### src/rtl/sa_pkg.sv
// Shared systolic-array types: default accumulator width, accumulator type and
// the drain FSM state encoding.
package sa_pkg;

    localparam int ACC_BITS_DEF = 32;

    typedef logic signed [ACC_BITS_DEF-1:0] acc_t;

    typedef enum logic {
        DRAIN_IDLE,
        DRAIN_BUSY
    } drain_state_e;

endpackage

### src/rtl/sa_acc_drain.sv
// Accumulator row drain: snapshots one row of PE accumulators in a single cycle and
// streams it out column by column. Optional macro SA_DRAIN_RELU_EN fuses ReLU on m_data.
module sa_acc_drain
    import sa_pkg::*;
#(
    parameter  int N_COLS   = 4,
    parameter  int ACC_BITS = ACC_BITS_DEF,
    localparam int COL_W    = $clog2(N_COLS)
) (
    input  logic                       clk,
    input  logic                       rstn,
    input  logic [N_COLS*ACC_BITS-1:0] acc_vec,
    input  logic                       acc_vld,
    output logic                       acc_rdy,
    output logic                       acc_clr,
    output logic [ACC_BITS-1:0]        m_data,
    output logic [COL_W-1:0]           m_col,
    output logic                       m_last,
    output logic                       m_valid,
    input  logic                       m_ready,
    output logic                       busy,
    output logic                       ovf,
    input  logic                       ovf_clr
);

    localparam logic [COL_W-1:0] LAST_COL = COL_W'(N_COLS - 1);

    drain_state_e               r_state;
    logic signed [ACC_BITS-1:0] r_bank [N_COLS];
    logic [COL_W-1:0]           r_col;
    logic                       r_acc_clr;
    logic                       r_ovf;

    logic signed [ACC_BITS-1:0] w_snap [N_COLS];
    logic signed [ACC_BITS-1:0] w_lane;
    logic                       w_idle;
    logic                       w_accept;
    logic                       w_drop;
    logic                       w_at_last;

    for (genvar g = 0; g < N_COLS; g++) begin : g_lane
        assign w_snap[g] = acc_vec[g*ACC_BITS +: ACC_BITS];
    end

    assign w_idle    = (r_state == DRAIN_IDLE);
    assign w_accept  = acc_vld & w_idle;
    assign w_drop    = acc_vld & ~w_idle;
    assign w_at_last = (r_col == LAST_COL);

    always_ff @(posedge clk) begin
        if (!rstn) begin
            r_state   <= DRAIN_IDLE;
            r_bank    <= '{default: '0};
            r_col     <= '0;
            r_acc_clr <= 1'b0;
            r_ovf     <= 1'b0;
        end else begin
            r_acc_clr <= w_accept;
            // A drop in the same cycle as ovf_clr keeps the flag set.
            if (w_drop)
                r_ovf <= 1'b1;
            else if (ovf_clr)
                r_ovf <= 1'b0;

            case (r_state)
                DRAIN_IDLE: begin
                    if (acc_vld) begin
                        r_bank  <= w_snap;
                        r_col   <= '0;
                        r_state <= DRAIN_BUSY;
                    end
                end
                DRAIN_BUSY: begin
                    if (m_ready) begin
                        if (w_at_last)
                            r_state <= DRAIN_IDLE;
                        else
                            r_col <= r_col + 1'b1;
                    end
                end
                default: r_state <= DRAIN_IDLE;
            endcase
        end
    end

    assign w_lane = r_bank[r_col];

`ifdef SA_DRAIN_RELU_EN
    assign m_data = w_lane[ACC_BITS-1] ? '0 : w_lane;
`else
    assign m_data = w_lane;
`endif

    assign acc_rdy = w_idle;
    assign busy    = ~w_idle;
    assign m_valid = ~w_idle;
    assign m_col   = r_col;
    assign m_last  = ~w_idle & w_at_last;
    assign acc_clr = r_acc_clr;
    assign ovf     = r_ovf;

endmodule
### config.mk
export PLATFORM = sky130hd
export DESIGN_NAME = sa_acc_drain
export DESIGN_NICKNAME = d
export VERILOG_FILES = /design/src/rtl/sa_pkg.sv /design/src/rtl/sa_acc_drain.sv
export SDC_FILE = /design/constraint.sdc
export NUM_CORES = 1
export LEC_CHECK = 0
export CORE_MARGIN = 2
export CORE_UTILIZATION = 30
export DETAILED_ROUTE_END_ITERATION = 7
export RECOVER_POWER = 50
export SLEW_MARGIN = 10
export SYNTH_ARGS = -nofsm -noshare
export SYNTH_HDL_FRONTEND = slang
export SYNTH_SLANG_ARGS = --single-unit
### constraint.sdc
create_clock -name clk -period 2.4 [get_ports clk]
set_clock_uncertainty 0.1 [all_clocks]
set_input_delay 0.48 -clock clk [delete_from_list [all_inputs] [get_ports clk]]
set_output_delay 0.48 -clock clk [all_outputs]
set_load 0.03 [all_outputs]
**Word-level counts from Yosys, hierarchy flattened**

Index checks and enable logic that the tools add are counted.

- Input port bits: 133
- Register bits after elaboration: 133
- Output and inout port bits: 40

- Add/subtract/negate cells: 1
- Equal/unequal tests: 4
- Order comparisons: 1
- Muxes and demuxes: 13
- Bitwise gates (word level): 5
- Reductions and logical operators: 3

Operators with widths:

| operator | number |
|---|---|
| binary-select mux 32 bit (select 2 bit) | 1 |
| two-way mux 32 bit | 2 |
| two-way mux 2 bit | 3 |
| != test 2 bit, second input constant | 3 |
| two-way mux 1 bit | 5 |
| case mux 2 bit (2 select lines) | 1 |
| bitwise AND 1 bit | 3 |
| greater-or-equal comparator 3 bit, second input constant | 1 |
| NOT 2 -> 3 bit | 1 |
| AND reduction 3 bit | 1 |
| adder 2 x 1 -> 2 bit, second input constant | 1 |
| == test 2 bit, second input constant | 1 |
| case mux 1 bit (2 select lines) | 1 |
| AND reduction 2 bit | 1 |
| nonzero test 2 bit | 1 |
| NOT 1 bit | 1 |

**Depth between registers and ports, before layout**

Gate-level depths: netlist of the first run.

- Depth in word-level cells: 4
- Gate-level depth with buffers: 5
- Depth with buffers taken out: 4

**Least setup slack after synthesis of the first run**

OpenSTA, ideal clock, no wires.

- Path kind: register -> output
- Start: register r_col[1], in the netlist m_col[1]
- End: output port m_data[0]
- Stages on the path, launching flop included: 4
- Arrival time: 1,597 ps
- Path buffers: 2
- Setup slack: 223 ps
- Cells stage by stage: dfxtp_1 > buf_2 > buf_4 > mux4_2

- Word-level cells in the longest chain between the ends: 4

RTL lines:

| item | RTL line | RTL |
|---|---|---|
| start: declaration | sa_acc_drain.sv:30 | `logic [COL_W-1:0] r_col;` |
| start signal: assignment | sa_acc_drain.sv:78 | `r_col <= r_col + 1'b1;` |
| NOT 2 -> 3 bit (not written as such) | sa_acc_drain.sv:86 | `assign w_lane = r_bank[r_col];` |
| binary-select mux 32 bit (select 2 bit) | sa_acc_drain.sv:86 |  |
| two-way mux 32 bit (not written as such) (2 in a row) | sa_acc_drain.sv:86 |  |
| end: declaration | sa_acc_drain.sv:16 | `output logic [ACC_BITS-1:0] m_data,` |

No other way between the ends. The select of a mux whose other input is x is not followed.

**Worst setup path in the final report of the first run**

- Start: register r_col[1], in the netlist m_col[1]
- End: output port m_data[13]

Same word-level chain as after synthesis.

==> impl_metrics.yaml, run 1 <==
status:
  status: "completed"
sta:
  setup_viol: 0
  min_period_ns: 2.33
  period_share_pct: 97.2
  maxSlewHeadroom_pct: 35.3
  tightest_slew_ns: 0.971
  whs_ns: 0.353
  timing.fmax_ghz: 0.429
  hold_viol: 0
  rsz0062_at_grt: "yes"
  slew_violations: 0
worst_setup_path:
  path_max_fanout: 5
  cp-end-kind: "output pin"
  crit_type: "reg2out"
  crit_required_ns: 1.82
  start_kind: "flop"
  critical_path_arrival_ns: 1.75
clock_tree:
  root_buffer: "clkbuf_16"
  clk_pin_slew_ns: 0.06
  clk_latency_ns: 0.40
  cts_sinks: 133
  clockBufferDepth: 2
  numCtsBuffers: 17
  cts_max_level: 4
  hold_buffers: 0
  tritoncts: "yes"
synth:
  syn_area_per_cell_sq_um: 9.21
  synth_cell_type_count: 20
  synth-edff-count: 0
  synth_nets: 752
  async_flop_share_pct: 0
  netlist_area_sq_um: 5690
  seq_area_frac_synth_pct: 46.8
  synth-seq-cells: 133
  synth_top_family_by_area: "simple AND/OR/NAND/NOR gates"
  synthCells: 618
  yosys.area_share.simple_pct: 18.0
  synthMuxAreaShare_pct: 12.7
  yosysWarnings: 0
  synth_flop_cell: "dfxtp_1"
  synth-xor-area-share_pct: 0
  synth_compound_area_share_pct: 17.4
  synth_fa_ha_area_share_pct: 0.220
grt:
  grt_pass1_wl_mm: 23.9
  antenna_found_initial: 0
  grt_max_degree: 83
  grt-ovfl-total: 0
  grt_pass1_vias: 4618
  track_usage_pct: 15.1
layout:
  area_growth_pct: 43.1
  insertedDiodeCount: 0
  post-route-cell-area_sq_um: 8150
  final_common_cell: "nand2_1"
  finalNetCount: 910
  final-instance-count-excl-fill: 1023
  fin_util_pct: 43.7
  final_cell_mix: "nand2_1 (258), clkdlybuf4s50_1 (135), dfxtp_1 (131)"
  layout-drive-gt1-share_pct: 14.8
power:
  p_leak_nw: 3.08
  power.total_mw: 5.91
  power.density_nw_per_um2: 726
  ir_worst_vdd_mv: 0.438
place:
  placed_area_sq_um: 7660
  io_buffer_count: 172
  dp.cells: 989
  place_congestion: 0.742
  hpwlAfterDp_mm: 10.3
die:
  fp.dieH_microns: 142
  coreArea_sq_um: 18600
  placement_rows: 50
  start_util_pct: 30.5
  die-area_sq_um: 20100
  die_w_microns: 142
  num_io_pins: 173
detailed_routing:
  routed_wl_mm: 15.3
  drc_errors: 0
  dr_wl_met2_mm: 7.17
  drtPass1Iterations: 4
  top_layer: "met4"
  wl_met1_mm: 7.02
  viasPerCell: 4.60
  dr_wl_met3_microns: 815
  drt_iter0_markers: 212
  vias: 4702
  ant_nets: 0
  wl_per_cell_microns: 14.9
run:
  maxCapViolCount: 0
min_path:
  hp-class: "reg2reg"
path summary, 6_finish.rpt:
kind | start | endpoint | slack [ns] | cells after the start
min reg2reg | r_bank[22] | r_bank[22] | 0.35 | 2
min | r_bank[22] | r_bank[22] | 0.35 | 2
max reg2reg | busy | r_bank[111] | 0.49 | 4
max | m_col[1] | m_data[13] | 0.07 | 3
timing repair:
action	4_1_cts	5_1_grt
gates resized for setup	134	24
gates cloned	1	0
pin swaps	0	0
buffers inserted	1	0
endpoints found under the setup margin	30	17
per-layer routing:
layer,vias up,global-route usage [%]
met5,-,0
met4,0,5.63
met3,20,3.81
met2,119,24.7
met1,2181,19.4
li1,2382,-
logic make-up after synthesis:
kind of cell | after synthesis
buffers and inverters | 52
AO/OA/AOI/OAI | 133
multiplexers | 32
adder cells (fa/ha/maj) | 1
AND/OR/NAND/NOR | 267
flip-flops | 133
cells in the mapped netlist, types with 2 or more instances:
library cell / instances / area, sq um
a21boi_1: 100 / 751
and2_1: 2 / 12.5
nand2b_1: 2 / 12.5
clkbuf_1: 16 / 60.1
o21ai_0: 2 / 10.0
buf_2: 18 / 90.1
a21boi_0: 29 / 218
dfxtp_1: 133 / 2660
buf_4: 17 / 128
nand2_1: 258 / 968
mux4_2: 32 / 721
where the power goes:
| part | switching [mW] | internal, mW |
|---|---|---|
| Clock | 0.978 | 1.77 |
| Combinational | 0.358 | 0.404 |
| Sequential | 0.0684 | 2.33 |
final cells by class:
cell class | instances | area, sq um
fill | 1853 | 10500
multi-input combinational | 433 | 2760
sequential | 133 | 2670
timing repair buffer | 190 | 1800
clock buffer | 20 | 447
tap | 234 | 293
clock inverter | 12 | 179
inverter | 1 | 3.75
stage by stage:
step	setup slack (ns)	TNS, ns
2_1_floorplan	0.223	0
4_1_cts	-0.0276	-0.103
3_3_place_gp	0.0994	0
5_1_grt	-0.00323	-0.00438
3_5_place_dp	0.0638	0
6_report	0.0674	0
state kept, by name, summed over array words and instances, names as in the netlist:
signal and flops:
ovf 1, r_bank 128, m_col 2, acc_clr 1, busy 1
critical path: stages (launching register included):
cell,delay (ns)
dfxtp_4,0.44
buf_4,0.20
mux4_2,0.51
buf_2,0.19
Note: power is estimated with default switching activity, not from simulation.
==> inputs of run 2 (changes only) <==
--- a/config.mk
+++ b/config.mk
@@ -7,6 +7,7 @@
 export LEC_CHECK = 0
 export CORE_MARGIN = 2
 export CORE_UTILIZATION = 30
+export CTS_CLUSTER_SIZE = 40
 export DETAILED_ROUTE_END_ITERATION = 7
 export RECOVER_POWER = 50
 export SLEW_MARGIN = 10
==> results of run 2 <==
No change in the layout: final DEF, timing and power equal those of run 1.
